File: src/rtl/loader_pkg.sv
// rtl/loader_pkg.sv - shared state type and default widths for dmem_loader (honours DMEM_LOADER_CHECKSUM_EN)
package loader_pkg;

    localparam int DEF_AW = 8;
    localparam int DEF_DW = 8;

`ifdef DMEM_LOADER_CHECKSUM_EN
    typedef enum logic [2:0] {
        ST_LEN, ST_ADDR, ST_DATA, ST_CHK, ST_RUN, ST_HALT, ST_ERR
    } state_t;
`else
    typedef enum logic [2:0] {
        ST_LEN, ST_ADDR, ST_DATA, ST_RUN, ST_HALT, ST_ERR
    } state_t;
`endif

endpackage

File: src/rtl/dmem_loader.sv
// rtl/dmem_loader.sv - byte-stream frame loader into data memory, holds the core in reset until loaded
// Optional frame checksum byte enabled by DMEM_LOADER_CHECKSUM_EN.
module dmem_loader
    import loader_pkg::*;
#(
    parameter int AW = DEF_AW,
    parameter int DW = DEF_DW
) (
    input  logic          clk,
    input  logic          reset,
    input  logic          in_valid,
    input  logic [DW-1:0] in_data,
    output logic          in_ready,
    output logic          mem_wr_en,
    output logic [AW-1:0] mem_addr,
    output logic [DW-1:0] mem_dat,
    output logic          core_reset,
    input  logic          core_done,
    output logic          busy,
    output logic          loaded,
    output logic          err
);

    state_t        state;
    state_t        state_nxt;
    logic [AW:0]   n_len;
    logic [AW:0]   cnt;
    logic [AW-1:0] base;
    logic          run_armed;
    logic          accept;
    logic          last_data;

    assign accept    = in_valid && in_ready;
    assign last_data = (cnt + {{AW{1'b0}}, 1'b1}) == n_len;

    // run_armed delays core release by one cycle so the final write lands first
    assign core_reset = !((state == ST_RUN) && run_armed);

`ifdef DMEM_LOADER_CHECKSUM_EN
    logic [DW-1:0] acc;

    always_ff @(posedge clk) begin
        if (reset) begin
            acc <= '0;
        end else if (accept) begin
            case (state)
                ST_LEN, ST_HALT:  acc <= in_data;
                ST_ADDR, ST_DATA: acc <= acc ^ in_data;
                default:          acc <= acc;
            endcase
        end
    end

    assign err = (state == ST_ERR);
`else
    assign err = 1'b0;
`endif

    always_comb begin
        state_nxt = state;
        in_ready  = 1'b0;
        busy      = 1'b0;
        loaded    = 1'b0;
        case (state)
            ST_LEN: begin
                in_ready = 1'b1;
                if (in_valid) state_nxt = ST_ADDR;
            end
            ST_ADDR: begin
                in_ready = 1'b1;
                busy     = 1'b1;
                if (in_valid) state_nxt = ST_DATA;
            end
            ST_DATA: begin
                in_ready = 1'b1;
                busy     = 1'b1;
                if (in_valid && last_data) begin
`ifdef DMEM_LOADER_CHECKSUM_EN
                    state_nxt = ST_CHK;
`else
                    state_nxt = ST_RUN;
`endif
                end
            end
`ifdef DMEM_LOADER_CHECKSUM_EN
            ST_CHK: begin
                in_ready = 1'b1;
                busy     = 1'b1;
                if (in_valid) state_nxt = (in_data == acc) ? ST_RUN : ST_ERR;
            end
`endif
            ST_RUN: begin
                loaded = 1'b1;
                if (core_done) state_nxt = ST_HALT;
            end
            ST_HALT: begin
                in_ready = 1'b1;
                loaded   = 1'b1;
                if (in_valid) state_nxt = ST_ADDR;
            end
            ST_ERR: begin
                state_nxt = ST_ERR;
            end
            default: begin
                state_nxt = ST_LEN;
            end
        endcase
    end

    always_ff @(posedge clk) begin
        if (reset) begin
            state     <= ST_LEN;
            n_len     <= '0;
            cnt       <= '0;
            base      <= '0;
            run_armed <= 1'b0;
            mem_wr_en <= 1'b0;
            mem_addr  <= '0;
            mem_dat   <= '0;
        end else begin
            state     <= state_nxt;
            run_armed <= (state == ST_RUN);
            mem_wr_en <= 1'b0;
            if (accept) begin
                case (state)
                    ST_LEN, ST_HALT: begin
                        // a zero length byte stands for a full 2^AW-byte frame
                        n_len <= (in_data[AW-1:0] == '0) ? {1'b1, {AW{1'b0}}}
                                                         : {1'b0, in_data[AW-1:0]};
                    end
                    ST_ADDR: begin
                        base <= in_data[AW-1:0];
                        cnt  <= '0;
                    end
                    ST_DATA: begin
                        mem_wr_en <= 1'b1;
                        mem_addr  <= base + cnt[AW-1:0];
                        mem_dat   <= in_data;
                        cnt       <= cnt + {{AW{1'b0}}, 1'b1};
                    end
                    default: begin
                        cnt <= cnt;
                    end
                endcase
            end
        end
    end

endmodule

File: config.mk
export PLATFORM = sky130hd
export DESIGN_NAME = dmem_loader
export DESIGN_NICKNAME = d
export VERILOG_FILES = /design/src/rtl/loader_pkg.sv /design/src/rtl/dmem_loader.sv
export SDC_FILE = /design/constraint.sdc
export NUM_CORES = 1
export LEC_CHECK = 0
export CORE_MARGIN = 5
export CORE_UTILIZATION = 35
export DETAILED_ROUTE_END_ITERATION = 8
export SYNTH_ARGS = -nofsm -noshare
export SYNTH_HDL_FRONTEND = slang
export SYNTH_SLANG_ARGS = --single-unit
File: constraint.sdc
create_clock -name clk -period 3 [get_ports clk]
set_input_delay 0.45 -clock clk [delete_from_list [all_inputs] [get_ports clk]]
set_output_delay 0.45 -clock clk [all_outputs]
set_load 0.02 [all_outputs]
==> reports/summary.log <==
[run_status] status finished, final reports clean
[timing] final worst-path cycle share 84.22%
[pwr] standby leakage power 1.043 nW
[route] Iter 0 DRT Violations 105
[cts] clock tree root driver cell sky130_fd_sc_hd__clkbuf_8
[pwr] total power density per cell area 425.5 nW/um^2
[cts] Post-CTS Setup Bufs 0
[place] weighted congestion at the end of routability-driven global placement 0.7822
[synth] area share of the largest cell type after synthesis 39.41%
[synth] post-synthesis share of cell area spent on xor and xnor gates 7.338%
[floorplan] die outline width 92.59 um
[synth] fraction of the mapped netlist area in compound gates 16.35%
[synth] area share of and/or/nand/nor cells after synthesis 20.60%
[critical_path] crit-path leading delay family buffers and inverters
[timing] final hold violation count 0
[finish] final standard cell count with taps included and fillers excluded 386
[finish] Multi-input gate area 1341 um^2
[timing] Fin Hold WS 458.7 ps
[place] Cell Count Post-Placement 378
[pwr] IR drop worst, VDD 0.2300 mV
[finish] number of inserted filler cells in the final layout 672
[cts] number of clock sinks seen by CTS 47
[synth] Mapped Nets 299
[critical_path] crit path launch type flip-flop
[global_route] largest net degree at the start of global routing 40
[global_route] number of global-route vias before repair 1856
[critical_path] cell-by-cell listing of the critical path nor2b_1 > nand2_1 > o21ai_0 > clkdlybuf4s50_1
[timing] post-route setup slack 473.4 ps
[place] Post-DP Area 2755 um^2
[route] via/cell ratio 5.018
[cts] Skew-Pair Late Insertion Delay 300 ps
[floorplan] initial core utilization 35.53%
[critical_path] data arrival at the endpoint of the critical path 2080 ps
[timing] minimum period implied by the final worst setup slack 2527 ps
[route] average wire per standard cell 14.51 um
[route] number of DRC violations after detailed routing 0
[global_route] GRT Resource Usage Total 13.52%
[critical_path] critical path capture point type output pin
[route] number of routed nets with antenna violations 0
[place] placed wire-length estimate 3926 um
[synth] number of instances in the synthesized netlist 278
[floorplan] placement row count 30
[timing] RSZ-0062 raised after global routing false
[route] total iterations of the first detailed-routing run 4
[timing] final-layout setup total negative slack 0 ps
[finish] storage element area 940.9 um^2
[timing] Max-Slew Margin vs Limit 59.85%
[global_route] global-route wire length before repair 9425 um
[floorplan] die extent in y 92.59 um
[finish] Layout Nets 326
[global_route] initial antenna violation count 0
[finish] fin area 2844 um^2
[synth] multiplexer share of the synthesized area 6.709%
[cts] cells resized by post-CTS repair 0
[timing] final setup violation count 0
[synth] cell area after synthesis 2387 um^2
[synth] most used standard cell by instance count after synthesis sky130_fd_sc_hd__dfxtp_1
[pwr] Total Power 1.210 mW
[global_route] leftover overflow at the end of global routing 0
[route] DR vias 1937
[synth] adder and majority cell fraction of the synthesized area 5.031%
[synth] number of enable flip-flop cells after synthesis 0
[synth] syn_area_per_cell 8.587 um^2
[timing] highest clock rate 395.8 MHz
[finish] number of diodes 0
[critical_path] Critical Path RT 2550 ps
[place] pre-CTS setup slack 804.1 ps
[floorplan] ports placed on the boundary 34
[synth] synth top area cells sky130_fd_sc_hd__dfxtp_1, sky130_fd_sc_hd__mux2i_1, sky130_fd_sc_hd__nand2_1
[synth] post-synthesis cell type with the largest combined area sky130_fd_sc_hd__dfxtp_1
[finish] layout cells sized above 1 4.902%
[run] count of maximum capacitance violations 0
[critical_path] Critical Setup Path Class reg -> out
[place] count of buffers from port buffering 32
[timing] max-slew violations 0
[cts] TritonCTS clock tree built
[synth] total number of yosys warnings 0
[synth] total of flip-flops plus latches after synthesis 47
[synth] portion of the post-synthesis area used by sequential elements 39.41%
[cts] Clock H-tree levels 2
[floorplan] floorplan core area 6719 um^2
[critical_path] stage delay of the slowest cell on the critical path 630 ps
[cts] clock tree buffer depth 2
[synth] combinational family with the most area after synthesis simple AND/OR/NAND/NOR gates
[synth] top cells by instance count after synthesis sky130_fd_sc_hd__dfxtp_1, sky130_fd_sc_hd__nand2_1, sky130_fd_sc_hd__nor2_1, sky130_fd_sc_hd__a21oi_1, sky130_fd_sc_hd__mux2i_1
[floorplan] die area 8573 um^2
[timing] largest clock skew in the final design 5.927 ps
[synth] most used flip-flop cell after synthesis sky130_fd_sc_hd__dfxtp_1
[cts] Post-CTS Hold Buffers 0
[critical_path] count of buffering cells on the critical path with inverters included 1
[critical_path] crit path max-delay cell type sky130_fd_sc_hd__clkdlybuf4s50_1
[synth] fraction of registers with async set/reset 0%
[cts] clock input transition at the sequential cells of the worst setup and hold paths 90 ps
[finish] Area growth, synth to finish 19.13%
[critical_path] Max Fanout on Critical Path 11
[synth] number of unique standard cell types used by synthesis 46
[cts] total clock buffers created by CTS 5
[min_path] worst hold path type reg -> reg
[route] wire length reported by the detailed router 5601 um
[finish] share of the core filled with cells in the final layout 42.33%
[timing] worst slew pin tran 602.2 ps
==> where the power goes <==
part           switching [mW]  leakage (nW)  internal, mW  total, mW
clock network           0.228        0.0402         0.163      0.390
registers              0.0196         0.381         0.643      0.663
logic                  0.0839         0.622        0.0728      0.157
total                   0.331          1.04         0.879       1.21
==> area by class of cell <==
type / count / share of cell area (%)
clock buffers: 5 / 2.420
clock inverters: 3 / 0.7039
inverters: 8 / 1.056
multi-input cells: 208 / 47.16
flip-flops and latches: 47 / 33.08
well taps: 80 / 3.520
repair buffers: 35 / 12.05
==> layer usage <==
metal | share of wire [%] | track usage, % | vias to the layer above
li1 | - | - | 1012
met1 | 52 | 19.26 | 892
met2 | 44 | 20.79 | 29
met3 | 3.6 | 3.331 | 4
met4 | 0.82 | 2.599 | 0
met5 | 0 | 0 | -
==> cell usage in the layout (no fill, tap or decap), types with 4 or more instances in the layout <==
cell                              Yosys  routed
sky130_fd_sc_hd__a21oi_1             22      22
sky130_fd_sc_hd__clkbuf_8             0       5
sky130_fd_sc_hd__clkdlybuf4s50_1      0      32
sky130_fd_sc_hd__dfxtp_1             47      47
sky130_fd_sc_hd__ha_1                 8       8
sky130_fd_sc_hd__inv_1                8       8
sky130_fd_sc_hd__mux2i_1             16      16
sky130_fd_sc_hd__nand2_1             34      34
sky130_fd_sc_hd__nand2b_1             4       4
sky130_fd_sc_hd__nand3_1              7       7
sky130_fd_sc_hd__nand3b_1             4       4
sky130_fd_sc_hd__nor2_1              32      32
sky130_fd_sc_hd__nor2b_1              5       5
sky130_fd_sc_hd__o21ai_0             13      13
sky130_fd_sc_hd__xnor2_1             13      13
sky130_fd_sc_hd__xor2_1               7       7
==> worst min-delay path, cell delays in order, from the launching register on <==
cell and delay (ps):
sky130_fd_sc_hd__dfxtp_1 320, sky130_fd_sc_hd__nand2_1 50, sky130_fd_sc_hd__a21oi_1 50
==> state kept, by name, indices dropped and copies added (netlist names) <==
name / count
cnt: 9
mem_addr: 8
run_armed: 1
state: 3
base: 8
mem_wr_en: 1
mem_dat: 8
n_len: 9
==> kinds of logic after synthesis <==
group                      Yosys count
and+or+nand+nor                    103
AOI/OAI and AO/OA                   59
DFF                                 47
buffers and inverters               23
xor gates and xnor gates            20
muxes                               16
adders and majority gates            9
other                                1
==> path summary, 6_finish.rpt <==
kind / start / to / slack (ps) / cells after the start
max: state[1] / loaded / 470 / 4
min reg2reg: mem_addr[2] / mem_addr[2] / 460 / 2
min: mem_addr[2] / mem_addr[2] / 460 / 2
max reg2reg: cnt[1] / mem_addr[7] / 870 / 6
Note: power is estimated with default switching activity, not from simulation.
